## src/rtl/lsu_mem_master_pkg.sv

```systemverilog
// Shared constants for the load/store initiator: funct3 codes, FSM states, timeout default.
// Latency: n/a (declarations only).
// Backpressure: n/a.
package lsu_mem_master_pkg;

    // RISC-V load/store width encodings
    localparam logic [2:0] F3_B  = 3'b000;
    localparam logic [2:0] F3_H  = 3'b001;
    localparam logic [2:0] F3_W  = 3'b010;
    localparam logic [2:0] F3_BU = 3'b100;
    localparam logic [2:0] F3_HU = 3'b101;

    typedef enum logic [1:0] {
        S_IDLE = 2'd0,
        S_REQ  = 2'd1,
        S_WAIT = 2'd2,
        S_DONE = 2'd3
    } state_t;

    localparam int TIMEOUT_DEFAULT = 255;

endpackage

```

## src/rtl/lsu_mem_master_if.sv

```systemverilog
// Data-memory port: request/grant handshake plus read-response channel.
// Latency: n/a (wiring only).
// Backpressure: master holds request fields until mem_gnt; responses cannot be stalled.
interface lsu_mem_master_if #(
    parameter int ADDR_W = 32
);
    logic              mem_req;
    logic              mem_we;
    logic [ADDR_W-1:0] mem_addr;
    logic [3:0]        mem_be;
    logic [31:0]       mem_wdata;
    logic              mem_gnt;
    logic              mem_rvalid;
    logic [31:0]       mem_rdata;

    modport master (
        output mem_req, mem_we, mem_addr, mem_be, mem_wdata,
        input  mem_gnt, mem_rvalid, mem_rdata
    );

    modport slave (
        input  mem_req, mem_we, mem_addr, mem_be, mem_wdata,
        output mem_gnt, mem_rvalid, mem_rdata
    );
endinterface

```

## src/rtl/lsu_align.sv

```systemverilog
// Lane steering: byte enables, store-data replication, legality check, load extract/extend.
// Latency: purely combinational.
// Backpressure: none.
module lsu_align
    import lsu_mem_master_pkg::*;
(
    input  logic [2:0]  st_funct3,
    input  logic [1:0]  st_addr_lo,
    input  logic [31:0] st_wdata,
    output logic [3:0]  be,
    output logic [31:0] wdata_rep,
    output logic        illegal,
    input  logic [2:0]  ld_funct3,
    input  logic [1:0]  ld_addr_lo,
    input  logic [31:0] ld_word,
    output logic [31:0] ld_data
);
    logic [7:0]  lane_b;
    logic [15:0] lane_h;

    // Request side: which bytes are touched, replicated data, and whether the access is legal
    always_comb begin
        be        = 4'b0000;
        wdata_rep = st_wdata;
        illegal   = 1'b0;
        case (st_funct3)
            F3_B, F3_BU: begin
                be        = 4'b0001 << st_addr_lo;
                wdata_rep = {4{st_wdata[7:0]}};
            end
            F3_H, F3_HU: begin
                be        = 4'b0011 << st_addr_lo;
                wdata_rep = {2{st_wdata[15:0]}};
                illegal   = st_addr_lo[0];
            end
            F3_W: begin
                be      = 4'b1111;
                illegal = |st_addr_lo;
            end
            default: illegal = 1'b1;
        endcase
    end

    // Response side: pick the addressed lane and sign/zero extend it
    always_comb begin
        lane_b  = ld_word[{ld_addr_lo, 3'b000} +: 8];
        lane_h  = ld_word[{ld_addr_lo[1], 4'b0000} +: 16];
        ld_data = ld_word;
        case (ld_funct3)
            F3_B:    ld_data = {{24{lane_b[7]}}, lane_b};
            F3_BU:   ld_data = {24'h000000, lane_b};
            F3_H:    ld_data = {{16{lane_h[15]}}, lane_h};
            F3_HU:   ld_data = {16'h0000, lane_h};
            default: ld_data = ld_word;
        endcase
    end
endmodule

```

## src/rtl/lsu_mem_master.sv

```systemverilog
// MEM-stage load/store initiator to a request/grant/response data memory; optional LSU_TIMEOUT_EN abort.
// Latency: store 2 stall cycles, load 3+ stall cycles, misaligned 1 stall cycle; rsp_valid in DONE.
// Backpressure: stalls the pipeline until grant and read data arrive; memory side cannot be throttled.
module lsu_mem_master
    import lsu_mem_master_pkg::*;
#(
    parameter int ADDR_W = 32
`ifdef LSU_TIMEOUT_EN
    , parameter int TIMEOUT_CYCLES = TIMEOUT_DEFAULT
`endif
) (
    input  logic              clk,
    input  logic              rst_n,
    input  logic              req_valid,
    input  logic              req_we,
    input  logic [2:0]        req_funct3,
    input  logic [ADDR_W-1:0] req_addr,
    input  logic [31:0]       req_wdata,
    output logic              stall_o,
    output logic              rsp_valid,
    output logic [31:0]       rsp_rdata,
    output logic              misalign_o,
    output logic              bus_err,
    lsu_mem_master_if.master  mem
);
    state_t            state, state_d;
    logic [ADDR_W-1:0] addr_q;
    logic              we_q;
    logic [2:0]        f3_q;
    logic [3:0]        be_q;
    logic [31:0]       wdata_q;
    logic [31:0]       rdata_q;
    logic              mis_q;

    logic [3:0]        st_be;
    logic [31:0]       st_wdata;
    logic              illegal;
    logic [31:0]       ld_data;
    logic              timeout_hit;
    logic              capture, load_rd, clr_rd;

    lsu_align u_align (
        .st_funct3  (req_funct3),
        .st_addr_lo (req_addr[1:0]),
        .st_wdata   (req_wdata),
        .be         (st_be),
        .wdata_rep  (st_wdata),
        .illegal    (illegal),
        .ld_funct3  (f3_q),
        .ld_addr_lo (addr_q[1:0]),
        .ld_word    (mem.mem_rdata),
        .ld_data    (ld_data)
    );

    // FSM state register
    always_ff @(posedge clk or negedge rst_n) begin
        if (!rst_n) state <= S_IDLE;
        else        state <= state_d;
    end

    // Next state, stall and capture strobes; grant/rvalid take priority over a coincident timeout
    always_comb begin
        state_d = state;
        stall_o = 1'b0;
        capture = 1'b0;
        load_rd = 1'b0;
        clr_rd  = 1'b0;
        case (state)
            S_IDLE: begin
                stall_o = req_valid;
                if (req_valid) begin
                    capture = 1'b1;
                    clr_rd  = illegal;
                    state_d = illegal ? S_DONE : S_REQ;
                end
            end
            S_REQ: begin
                stall_o = 1'b1;
                if (mem.mem_gnt) begin
                    if (we_q) begin
                        clr_rd  = 1'b1;
                        state_d = S_DONE;
                    end else if (mem.mem_rvalid) begin
                        load_rd = 1'b1;
                        state_d = S_DONE;
                    end else begin
                        state_d = S_WAIT;
                    end
                end else if (timeout_hit) begin
                    clr_rd  = 1'b1;
                    state_d = S_DONE;
                end
            end
            S_WAIT: begin
                stall_o = 1'b1;
                if (mem.mem_rvalid) begin
                    load_rd = 1'b1;
                    state_d = S_DONE;
                end else if (timeout_hit) begin
                    clr_rd  = 1'b1;
                    state_d = S_DONE;
                end
            end
            S_DONE:  state_d = S_IDLE;
            default: state_d = S_IDLE;
        endcase
    end

    // Access registers: captured once in IDLE so mem_* stay frozen while waiting for grant
    always_ff @(posedge clk or negedge rst_n) begin
        if (!rst_n) begin
            addr_q  <= '0;
            we_q    <= 1'b0;
            f3_q    <= 3'b000;
            be_q    <= 4'b0000;
            wdata_q <= '0;
            rdata_q <= '0;
            mis_q   <= 1'b0;
        end else begin
            if (capture && !illegal) begin
                addr_q  <= req_addr;
                we_q    <= req_we;
                f3_q    <= req_funct3;
                be_q    <= st_be;
                wdata_q <= st_wdata;
            end
            if (capture) mis_q <= illegal;
            if (load_rd)     rdata_q <= ld_data;
            else if (clr_rd) rdata_q <= '0;
        end
    end

`ifdef LSU_TIMEOUT_EN
    localparam int CNT_W = ($clog2(TIMEOUT_CYCLES + 1) > 8) ? $clog2(TIMEOUT_CYCLES + 1) : 8;
    logic [CNT_W-1:0] tmo_cnt;
    logic             to_q;
    logic             to_set;

    assign timeout_hit = ((state == S_REQ) || (state == S_WAIT)) &&
                         (tmo_cnt == CNT_W'(TIMEOUT_CYCLES - 1));
    assign to_set      = timeout_hit &&
                         (((state == S_REQ)  && !mem.mem_gnt) ||
                          ((state == S_WAIT) && !mem.mem_rvalid));

    // Wait counter: restarts on every state change, counts cycles spent in REQ/WAIT
    always_ff @(posedge clk or negedge rst_n) begin
        if (!rst_n)                                   tmo_cnt <= '0;
        else if (state_d != state)                    tmo_cnt <= '0;
        else if ((state == S_REQ) || (state == S_WAIT)) tmo_cnt <= tmo_cnt + CNT_W'(1);
    end

    // Remember that DONE was reached by abort rather than completion
    always_ff @(posedge clk or negedge rst_n) begin
        if (!rst_n)              to_q <= 1'b0;
        else if (state == S_IDLE) to_q <= 1'b0;
        else if (to_set)          to_q <= 1'b1;
    end

    assign bus_err = (state == S_DONE) && to_q;
`else
    assign timeout_hit = 1'b0;
    assign bus_err     = 1'b0;
`endif

    assign rsp_valid      = (state == S_DONE);
    assign misalign_o     = (state == S_DONE) && mis_q;
    assign rsp_rdata      = rdata_q;
    assign mem.mem_req    = (state == S_REQ);
    assign mem.mem_we     = we_q;
    assign mem.mem_addr   = {addr_q[ADDR_W-1:2], 2'b00};
    assign mem.mem_be     = be_q;
    assign mem.mem_wdata  = wdata_q;
endmodule

```

## src/flat_wrapper.sv

```systemverilog
// flat-port wrapper written by rule: the top's interface ports become plain ports
module lsu_mem_master_flat import lsu_mem_master_pkg::*;
#(
    parameter int ADDR_W = 32

)
  (clk, rst_n, req_valid, req_we, req_funct3, req_addr, req_wdata, stall_o, rsp_valid, rsp_rdata, misalign_o, bus_err, mem_mem_req, mem_mem_we, mem_mem_addr, mem_mem_be, mem_mem_wdata, mem_mem_gnt, mem_mem_rvalid, mem_mem_rdata);
  lsu_mem_master_if #(.ADDR_W(ADDR_W)) mem_i ();
  input  logic clk;
  input  logic rst_n;
  input  logic req_valid;
  input  logic req_we;
  input  logic [2:0] req_funct3;
  input  logic [ADDR_W-1:0] req_addr;
  input  logic [31:0] req_wdata;
  output logic stall_o;
  output logic rsp_valid;
  output logic [31:0] rsp_rdata;
  output logic misalign_o;
  output logic bus_err;
  output wire logic [$bits(mem_i.mem_req)-1:0] mem_mem_req;
  output wire logic [$bits(mem_i.mem_we)-1:0] mem_mem_we;
  output wire logic [$bits(mem_i.mem_addr)-1:0] mem_mem_addr;
  output wire logic [$bits(mem_i.mem_be)-1:0] mem_mem_be;
  output wire logic [$bits(mem_i.mem_wdata)-1:0] mem_mem_wdata;
  input wire logic [$bits(mem_i.mem_gnt)-1:0] mem_mem_gnt;
  input wire logic [$bits(mem_i.mem_rvalid)-1:0] mem_mem_rvalid;
  input wire logic [$bits(mem_i.mem_rdata)-1:0] mem_mem_rdata;
  assign mem_mem_req = mem_i.mem_req;
  assign mem_mem_we = mem_i.mem_we;
  assign mem_mem_addr = mem_i.mem_addr;
  assign mem_mem_be = mem_i.mem_be;
  assign mem_mem_wdata = mem_i.mem_wdata;
  assign mem_i.mem_gnt = mem_mem_gnt;
  assign mem_i.mem_rvalid = mem_mem_rvalid;
  assign mem_i.mem_rdata = mem_mem_rdata;
  lsu_mem_master #(.ADDR_W(ADDR_W)) u_core (.clk(clk), .rst_n(rst_n), .req_valid(req_valid), .req_we(req_we), .req_funct3(req_funct3), .req_addr(req_addr), .req_wdata(req_wdata), .stall_o(stall_o), .rsp_valid(rsp_valid), .rsp_rdata(rsp_rdata), .misalign_o(misalign_o), .bus_err(bus_err), .mem(mem_i));
endmodule
```

## config.mk

```make
export PLATFORM = sky130hd
export DESIGN_NAME = lsu_mem_master_flat
export DESIGN_NICKNAME = d
export VERILOG_FILES = /design/src/rtl/lsu_mem_master_pkg.sv /design/src/rtl/lsu_mem_master_if.sv /design/src/rtl/lsu_align.sv /design/src/rtl/lsu_mem_master.sv /design/src/flat_wrapper.sv
export SDC_FILE = /design/constraint.sdc
export NUM_CORES = 1
export LEC_CHECK = 0
export CORE_AREA = 2 2 139 114
export DETAILED_ROUTE_END_ITERATION = 10
export DIE_AREA = 0 0 141 116
export HOLD_SLACK_MARGIN = 0.05
export PLACE_DENSITY = 0.77
export REMOVE_ABC_BUFFERS = 1
export SLEW_MARGIN = 0
export SYNTH_ARGS = -nofsm -noshare
export SYNTH_HDL_FRONTEND = slang
export SYNTH_HIERARCHICAL = 1
export SYNTH_SLANG_ARGS = --single-unit
```

## constraint.sdc

```tcl
create_clock -name clk -period 1.8 [get_ports clk]
set_input_delay 0.36 -clock clk [delete_from_list [all_inputs] [get_ports clk]]
set_output_delay 0.36 -clock clk [all_outputs]
set_load 0.05 [all_outputs]
```

==> reports/qor.yml, run 1 <==
place:
  post-place-cells: 874
  dp_hpwl_um: 11970
  gp_congestion: 0.8357
  numPortBuffers: 207
timing:
  fin_crit_ns: 1.787
  maxSlewViolCount: 0
  rsz0062_at_grt: "yes"
  finClkSkew_ns: 0.006849
  finalCritPeriodShare_pct: 99.29
  tightest_slew_ns: 0.5616
  slew_headroom_pct: 62.48
  setup_viol: 0
  hold_violations: 0
  fmaxAchievable_mhz: 559.5
setup_path:
  path_cells: "inv_2 > ha_4 > buf_4 > nand2_4 > or2_4 > clkbuf_16 > mux2_4"
  end_kind: "flip-flop"
  worstPathRequired_ns: 2.04
  path_max_fanout: 8
  crit_path_top_delay_cell: "dfrtp_1"
  cp-start-kind: "flip-flop"
  critPathArrivalTime_ns: 2.03
  critical-path-max-stage-delay_ns: 0.42
  path_class: "flip-flop to flip-flop"
finish:
  fin_util_pct: 59.36
  final-instance-count-excl-fill: 913
  layout_common_cells: "138 x buf_4, 105 x dfrtp_1, 99 x clkdlybuf4s50_1"
  final_common_cell: "buf_4"
  drive_gt1_share_pct: 46.69
  synthToLayoutAreaGrowth_pct: 42.75
  nNetsFinal: 829
  n_antenna_cell: 0
grt:
  grt_pass1_vias: 4892
  grt_usage_pct: 20.10
  grt_max_degree: 50
  antenna_found_initial: 0
  grt-ovfl-total: 0
  grt_pass1_wl_um: 25650
pwr:
  power_density_nw_per_um2: 1988
  intPower_uw: 9343
  p_comb_share_pct: 63.3
  p_seq_share_pct: 25.0
  vdd_drop_max_mv: 1.337
  clockPowerShare_pct: 11.8
  p_leak_uw: 0.004495
  sw_frac_of_total_pct: 46.75
  switchingPower_uw: 8201
routing:
  ant_nets: 0
  via_per_inst: 5.217
  wl_per_cell_um: 18.90
  drt_pre_antenna_iters: 5
  drt_iter0_drc: 221
  vias: 4763
  route.detailed.drc: 0
  wirelength_um: 17260
synthesis:
  yosys_warnings: 6
  ys_seq_area_share_pct: 43.32
  synth_top_family_by_area: "multiplexers"
  synth_mux_area_share_pct: 29.76
  synth_xor_area_share_pct: 0
  avgSynthCellArea_um2: 12.14
  synth_cells: 509
  async_flop_share_pct: 100.0
  synth_edf_count: 0
  synth_simple_gate_area_share_pct: 10.10
  ys_types: 40
  synth.cell_area_um2: 6181
  synth_seq_cells: 107
  synth_compound_area_share_pct: 5.587
  synth_top_flop_cell: "dfrtp_1"
  yosys.area_share.adder_pct: 1.012
floorplan:
  fp.dieH_um: 116
  rows: 40
  start_util_pct: 41.58
  die_area_um2: 16360
  io_pins: 211
  core_region_area_um2: 14860
  die_x_um: 141
cts:
  cts_tree: "done"
  cts_root_buffer: "clkbuf_16"
  htreeDepth: 3
  clkLatencyLatePin_ns: 0.35
  numCtsBuffers: 9
  clk_pin_slew_worst_paths_ns: 0.07
  clock_sinks: 107
  cts_buffer_depth: 2
status:
  status: "finished clean"
flow_run:
  maxCapViolCount: 0
hold_path:
  hold_path_class: "input port to flip-flop"
## stage by stage
stage | power (uW) | setup TNS (ns) | cell area (um^2) | hold WS (ns) | worst slack [ns]
floorplan | 11230 | -51.07 | 5575 | 0.06441 | -0.7610
global route | 18360 | -0.6820 | 8823 | 0.4022 | -0.03197
detailed placement | 14900 | -50.57 | 8103 | 0.2752 | -0.5269
global placement | 14680 | -45.82 | 8103 | 0.2709 | -0.4758
CTS | 17210 | -0.01437 | 8483 | 0.4308 | -0.01437
finish | 17540 | 0 | 8823 | 0.4212 | 0.01271
## state kept, by name (all words and copies together) (netlist names)
signal	flops
u_core/addr_q	32
u_core/f3_q	3
u_core/mem.mem_be	4
u_core/mem.mem_wdata	32
u_core/mem.mem_we	1
u_core/mis_q	1
u_core/rsp_rdata	32
u_core/state	2
## critical path, delay by kind of cell, from the launching register on
family,cells,cell delay (ns)
adders and majority gates,1,0.13
buffers and inverters,3,0.42
DFF,1,0.42
muxes,1,0.30
and+or+nand+nor,2,0.40
## area by class of cell
class | count | area (um^2)
fill | 1153 | 6041
multi-input combinational | 327 | 2982
sequential | 107 | 2680
timing repair buffer | 270 | 2603
tap | 189 | 236.5
clock buffer | 9 | 225.2
clock inverter | 7 | 82.58
inverter | 4 | 15.01
## cell families (layout without fill, tap and decap cells)
logic type / after synthesis / in the layout
mux: 141 / 141
buf+inv: 78 / 290
compound gates: 56 / 56
fa+ha+maj: 5 / 5
flops: 107 / 107
simple gates: 121 / 122
other cells: 1 / 3
## path summary, 6_finish.rpt
path | end | from | slack [ns] | cells after the start
worst max-delay path | u_core/addr_q[20] | u_core/state[0] | 0.01 | 7
min in group asynchronous | u_core/rsp_rdata[25] | rst_n | 0.44 | 2
worst min register to register | u_core/mis_q | u_core/mis_q | 0.49 | 2
worst max register to register | u_core/addr_q[20] | u_core/state[0] | 0.01 | 7
max in group asynchronous | u_core/mem.mem_wdata[15] | rst_n | 0.80 | 3
worst min-delay path | u_core/f3_q[2] | req_funct3[2] | 0.42 | 3
## cells in the mapped netlist (2+ instances only)
cell type / instances / share of area [%]
o21bai_1: 2 / 0.24
clkbuf_1: 13 / 0.79
dfrtp_1: 107 / 43
inv_1: 4 / 0.24
a22oi_1: 9 / 1.1
o31ai_1: 3 / 0.36
buf_2: 5 / 0.40
buf_6: 6 / 1.1
nor2_1: 10 / 0.61
nand2_1: 51 / 3.1
o211ai_2: 2 / 0.40
and3_1: 32 / 3.2
buf_12: 8 / 2.6
mux2_4: 71 / 17
mux2_2: 57 / 10
nand3b_1: 2 / 0.24
mux2i_1: 12 / 1.9
o21ai_0: 20 / 1.6
nor2b_1: 12 / 1.2
nand3_1: 3 / 0.24
ha_1: 5 / 1.0
buf_4: 41 / 5.0
a21oi_1: 17 / 1.4
## timing repair
item	in CTS	in global routing
resized for setup	14	25
hold buffers	1	0
pin swaps	3	5
cloned	0	8
setup buffers	3	11
setup endpoints to repair	107	83
endpoints found under the hold margin	18	0
## power groups by stage
stage	combinational [uW]	clock (uW)	sequential (uW)
floorplan	3350	0	7880
global placement	10400	0	4330
detailed placement	10600	0	4340
CTS	10700	2150	4360
global route	11600	2230	4520
finish	11100	2060	4380
## per-layer routing
layer / global-route usage [%] / wire, um
met5: 0 / 0
met4: 5.867 / 250
met3: 7.603 / 1652
met2: 33.37 / 8109
met1: 24.74 / 7244
(Power assumes the default switching activity.)
==> run 2, diff against run 1 <==
--- a/config.mk
+++ b/config.mk
@@ -5,11 +5,12 @@
 export SDC_FILE = /design/constraint.sdc
 export NUM_CORES = 1
 export LEC_CHECK = 0
-export CORE_AREA = 2 2 139 114
+export CORE_AREA = 2 2 152 124
 export DETAILED_ROUTE_END_ITERATION = 10
-export DIE_AREA = 0 0 141 116
+export DIE_AREA = 0 0 154 126
+export GPL_TIMING_DRIVEN = 1
 export HOLD_SLACK_MARGIN = 0.05
-export PLACE_DENSITY = 0.77
+export PLACE_DENSITY = 0.66
 export REMOVE_ABC_BUFFERS = 1
 export SLEW_MARGIN = 0
 export SYNTH_ARGS = -nofsm -noshare
==> run 2 against run 1 <==
  * The flow now finishes with violations (negative setup slack)
  * Worst setup slack got worse by 0.092 ns
  * Cell count increased by 2.8%
  * Sequential power about the same
  * Largest cell class unchanged
  * Total power about the same
  * Register-to-register slack got worse by 0.09 ns
  * Wire length decreased by 2.0%
  * Combinational power about the same
  * Flip-flop and latch count unchanged
==> reports/qor.yml, run 2 (synthesized netlist as in run 1, its figures left out) <==
setup_path:
  critical-path-max-stage-delay_ns: 0.41
  worstPathRequired_ns: 2.04
  end_kind: "flip-flop"
  path_cells: "buf_6 > ha_4 > and3b_2 > o211ai_4 > buf_12 > buf_12 > mux2_2"
  path_max_fanout: 8
  crit_path_top_delay_cell: "dfrtp_1"
  path_class: "flip-flop to flip-flop"
  cp-start-kind: "flip-flop"
  cpMostUsedCell: "buf_12"
  critPathArrivalTime_ns: 2.11
timing:
  fmaxAchievable_mhz: 532.1
  hold_violations: 0
  setup_viol: 34
  tightest_slew_ns: 0.5273
  maxSlewViolCount: 0
  finClkSkew_ns: 0.009195
  slew_headroom_pct: 64.78
  setup_slack_ns: -0.07935
  finalCritPeriodShare_pct: 104.4
  rsz0062_at_grt: "yes"
  fin_crit_ns: 1.879
hold_path:
  hold_path_class: "input port to asynchronous set/reset pin"
pwr:
  p_seq_share_pct: 24.8
  sw_frac_of_total_pct: 47.30
  p_comb_share_pct: 63.9
  intPower_uw: 9242
  vdd_drop_max_mv: 1.143
  clockPowerShare_pct: 11.3
  p_leak_uw: 0.004452
  switchingPower_uw: 8294
  power_density_nw_per_um2: 2005
floorplan:
  die_x_um: 154
  fp.dieH_um: 126
  rows: 44
  start_util_pct: 34.55
  io_pins: 211
  die_area_um2: 19400
  core_region_area_um2: 17890
grt:
  grt_pass1_wl_um: 25630
  antenna_found_initial: 0
  grt_pass1_vias: 4670
  grt-ovfl-total: 0
  grt_max_degree: 51
  grt_usage_pct: 16.70
routing:
  wirelength_um: 16910
  drt_iter0_drc: 221
  drt_pre_antenna_iters: 4
  route.detailed.drc: 0
  ant_nets: 0
  vias: 4521
  wl_per_cell_um: 18.01
  via_per_inst: 4.815
finish:
  synthToLayoutAreaGrowth_pct: 41.52
  fillers: 1551
  layout_common_cells: "127 x buf_4, 107 x dfrtp_1, 101 x clkdlybuf4s50_1"
  nNetsFinal: 814
  drive_gt1_share_pct: 44.29
  n_antenna_cell: 0
  fin_util_pct: 48.89
  final_common_cell: "buf_4"
flow_run:
  maxCapViolCount: 0
cts:
  numCtsBuffers: 9
  cts_buffer_depth: 2
  clkLatencyLatePin_ns: 0.36
  cts_tree: "done"
  clk_pin_slew_worst_paths_ns: 0.08
  cts_root_buffer: "clkbuf_16"
  htreeDepth: 3
  clock_sinks: 107
status:
  violations: "negative setup slack"
  status: "finished with violations"
place:
  numPortBuffers: 207
  gp_congestion: 0.8361
  dp_hpwl_um: 12000
  dp_slack_ns: -0.5323
-- run 2: repair_timing --
item | CTS | global route
endpoints found under the hold margin | 19 | 0
buffers inserted | 3 | 2
pin swaps | 4 | 8
cloned | 0 | 5
hold buffers | 1 | 0
resized for setup | 10 | 35
endpoints found under the setup margin | 107 | 102
-- run 2: area by class of cell --
cell class	instances	area (um^2)	area share [%]
clock inverter	7	67.56	0.7724
clock buffer	9	225.2	2.575
timing repair buffer	255	2442	27.92
inverter	4	15.01	0.1716
sequential	107	2678	30.61
tap	230	287.8	3.290
multi-input combinational	327	3032	34.66
-- run 2: path summary, 6_finish.rpt --
check | slack (ns) | end | from | cells after the start
min in group clk | 0.50 | u_core/mis_q | u_core/mis_q | 2
max in group asynchronous | 0.76 | u_core/mem.mem_wdata[1] | rst_n | 3
min reg2reg | 0.50 | u_core/mis_q | u_core/mis_q | 2
min | 0.45 | u_core/rsp_rdata[2] | rst_n | 2
max reg2reg | -0.08 | u_core/rsp_rdata[25] | u_core/state[0] | 7
max | -0.08 | u_core/rsp_rdata[25] | u_core/state[0] | 7
-- run 2: metal layers --
metal  vias to the layer above  track usage, %  wire length (um)
li1                       2120               -                 -
met1                      2179           22.95              7943
met2                       204           25.61              7445
met3                        18           5.127              1286
met4                         0           4.563               235
met5                         -               0                 0
-- run 2: through the flow --
stage                     power [uW]  setup TNS, ns  instance area, um^2  hold WS (ns)  std cells
after floorplan                11230         -51.07                 5575       0.06441        437
after global placement         14730         -47.19                 8135        0.2785        912
after detailed placement       14890         -51.71                 8135        0.2816        912
after CTS                      17080        -0.9570                 8487        0.4478        932
after global routing           18340         -3.212                 8747        0.4584        939
final                          17540         -2.140                 8747        0.4545        939
-- run 2: power by group through the flow --
| stage | combinational, uW | sequential (uW) | clock, uW |
|---|---|---|---|
| final | 11200 | 4350 | 1990 |
| after global routing | 11700 | 4490 | 2170 |
| after CTS | 10700 | 4340 | 2060 |
| after detailed placement | 10600 | 4330 | 0 |
| after global placement | 10400 | 4350 | 0 |
| after floorplan | 3350 | 7880 | 0 |
-- run 2: critical path: cells and delay by family (launching register included) --
| kind | cells | cell delay, ns |
|---|---|---|
| muxes | 1 | 0.34 |
| buffers and inverters | 3 | 0.42 |
| DFF | 1 | 0.41 |
| and+or+nand+nor | 1 | 0.22 |
| AOI/OAI and AO/OA | 1 | 0.21 |
| adders and majority gates | 1 | 0.15 |
==> run 3, diff against run 2 <==
--- a/config.mk
+++ b/config.mk
@@ -8,6 +8,7 @@
 export CORE_AREA = 2 2 152 124
 export DETAILED_ROUTE_END_ITERATION = 10
 export DIE_AREA = 0 0 154 126
+export GPL_ROUTABILITY_DRIVEN = 1
 export GPL_TIMING_DRIVEN = 1
 export HOLD_SLACK_MARGIN = 0.05
 export PLACE_DENSITY = 0.66
==> results of run 3 <==
Same layout as run 2: the final DEF is identical, and so are final timing and power.
==> RTL change, RTL diff (config.mk and constraints of run 3) <==
`ADDR_W` is set to 32 in 3 places; all go to 48.
--- a/src/rtl/lsu_mem_master_if.sv
+++ b/src/rtl/lsu_mem_master_if.sv
@@ -2,7 +2,7 @@
 // Latency: n/a (wiring only).
 // Backpressure: master holds request fields until mem_gnt; responses cannot be stalled.
 interface lsu_mem_master_if #(
-    parameter int ADDR_W = 32
+    parameter int ADDR_W = 48
 );
     logic              mem_req;
     logic              mem_we;
--- a/src/rtl/lsu_mem_master.sv
+++ b/src/rtl/lsu_mem_master.sv
@@ -4,7 +4,7 @@
 module lsu_mem_master
     import lsu_mem_master_pkg::*;
 #(
-    parameter int ADDR_W = 32
+    parameter int ADDR_W = 48
 `ifdef LSU_TIMEOUT_EN
     , parameter int TIMEOUT_CYCLES = TIMEOUT_DEFAULT
 `endif
--- a/src/flat_wrapper.sv
+++ b/src/flat_wrapper.sv
@@ -1,7 +1,7 @@
 // flat-port wrapper written by rule: the top's interface ports become plain ports
 module lsu_mem_master_flat import lsu_mem_master_pkg::*;
 #(
-    parameter int ADDR_W = 32
+    parameter int ADDR_W = 48
 
 )
   (clk, rst_n, req_valid, req_we, req_funct3, req_addr, req_wdata, stall_o, rsp_valid, rsp_rdata, misalign_o, bus_err, mem_mem_req, mem_mem_we, mem_mem_addr, mem_mem_be, mem_mem_wdata, mem_mem_gnt, mem_mem_rvalid, mem_mem_rdata);
Ports: changed (resized mem_mem_addr and req_addr); port bits go from 211 to 243. The function was not compared with the original's and may differ.
==> RTL change against run 3 <==
- the run still ends with setup timing left
- total power up 17%
- via count up 9.6%
- combinational power increased by 5%
- wire length grew 7.6%
- fmax rose by 1.0%
- count of clock-buffer cells in the layout rose by 10
- cell area is 10% higher
- sequential cell count rose by 16
- critical path depth is 1 lower
- worst setup slack better by 19 ps
- synthesized area increased by 6.4%
- critical endpoint is now u_core/rsp_rdata[12]
- largest cell class is now registers
- largest power group unchanged
==> RTL change: results (changes against run 3) <==
run status=finished, violations left; failing checks=setup timing; initial antenna violation count=0 (unchanged); Commonest cells post-synth=mux2_2 (124), dfrtp_1 (123), buf_4 (58), nand2_1 (51), and3_1 (32); Routed Antenna Nets=0 (unchanged); H-tree levels=4 (+1); Worst Tran Pin Value=564 ps (+37.0 ps); vias in the first global route=5404 (+16%); max reg flops=48; Biggest register=u_core/addr_q; Routability Congestion=0.817 (-2.2%); Max rail drop VDD=1370 µV (+20%); final-report setup violation count=33 (-2.9%); Root Driver=clkbuf_16; ANT cells=0 (unchanged); post-DP HPWL=13100 µm (+9.4%); Layout Nets=904 (+11%); share of cells above drive strength 1=46.5% (+2.2 points); Clock Path Buffers=2 (unchanged); buffers added on ports=239 (+15%); Pre-Repair DR Iteration Count=5 (+1); Most used DFF post-synth=dfrtp_1; synth unique cells=38 (-5.0%); dpl ws=-566 ps (-34.1 ps); CTS clk-pin slew, worst paths=60 ps (-20 ps); XOR/XNOR share of the synthesized area=0% (unchanged); worst min-delay path category=in2async; WL/cell=17.8 µm (-1.1%); critical-path maximum fanout=32 (+24); TritonCTS buffer count=17 (+8); total track usage=19.0% (+2.3 points); first-pass GRT wire length=28900 µm (+13%); Synth Area in Adders=0.951% (-0.061 points); ys async rst share=100% (unchanged); synth top area cells=dfrtp_1 (47%), mux2_2 (21%), buf_4 (6.6%); Final WS setup=-60.0 ps (+19.3 ps); mux cell area share after synthesis=27.8% (-1.9 points); number of vias per cell=4.85 (+0.82%); Fin Setup TNS=-1120 ps (+1020 ps); part of the Yosys area used for sequential elements=46.8% (+3.5 points); largest net degree at the start of global routing=40 (-22%); Lkg Pwr=4.68 nW (+5.0%); compound-cell area share of the yosys netlist=5.25% (-0.34 points); crit path DAT=2140 ps (+30 ps); Worst Skew=7.94 ps (-1.25 ps); DR iter-0 viols=232 (+5.0%); worst skew pair latency=410 ps (+50 ps); Yosys warning count=6 (unchanged)
==> RTL change: what timing repair did <==
item,4_1_cts,5_1_grt
pin swaps,5,4
buffers inserted,5,2
gates resized for setup,17,8
endpoints found under the setup margin,123,112
endpoints found under the hold margin,24,0
gates cloned,1,0
hold buffers,1,0
==> RTL change: area by class of cell <==
type	instances	area [µm²]
clock inverter	13	214
sequential	123	3080
fill	1516	8250
multi-input combinational	342	2950
tap	230	288
timing repair buffer	290	2650
inverter	4	15.0
clock buffer	19	453
==> RTL change: final timing paths <==
path | start | end | slack, ps | cells past startpoint
min in group clk | u_core/mis_q | u_core/mis_q | 500 | 2
max in group asynchronous | rst_n | u_core/rsp_rdata[8] | 800 | 3
max reg2reg | u_core/state[0] | u_core/rsp_rdata[12] | -60 | 6
min | rst_n | u_core/f3_q[1] | 440 | 2
max | u_core/state[0] | u_core/rsp_rdata[12] | -60 | 6
min reg2reg | u_core/mis_q | u_core/mis_q | 500 | 2
==> RTL change: cells by family (layout without fill, tap and decap cells) <==
group / after synthesis / count (layout)
compound gates: 56 / 56
fa+ha+maj: 5 / 5
buf+inv: 96 / 326
flops: 123 / 123
mux: 157 / 157
other cells: 1 / 3
simple gates: 121 / 121
==> RTL change: power breakdown <==
group / internal [mW] / switching (mW) / total (mW)
clock network: 2.54 / 1.29 / 3.83
registers: 4.08 / 0.802 / 4.88
logic: 4.58 / 7.20 / 11.8
==> RTL change: stage by stage <==
| stage | hold slack (ps) | utilization (%) | area, µm² | cells | power (mW) |
|---|---|---|---|---|---|
| finish | 444 | 53.9 | 9640 | 1021 | 20.5 |
| floorplan | 64.4 | - | 5960 | 469 | 12.3 |
| CTS | 429 | 53.7 | 9610 | 1020 | 20.5 |
| detailed placement | 330 | 49.3 | 8820 | 981 | 16.4 |
| global route | 447 | 53.9 | 9640 | 1021 | 21.5 |
| global placement | 328 | 49.3 | 8820 | 981 | 16.2 |
==> RTL change: worst max-delay path, stage by stage, from the launching register on <==
cell and delay, ps:
dfrtp_1 390, buf_4 160, ha_2 190, and3b_1 190, o211ai_4 180, buf_12 230, mux2_2 360
==> RTL change: layer usage <==
layer / global-route usage [%] / vias to the layer above / wire length, µm / part of all wire (%)
met1: 22.9 / 2437 / 7630 / 42
met4: 5.00 / 0 / 225 / 1.2
li1: - / 2318 / - / -
met2: 30.9 / 187 / 8670 / 48
met3: 8.71 / 14 / 1660 / 9.1
met5: 0 / - / 0 / 0
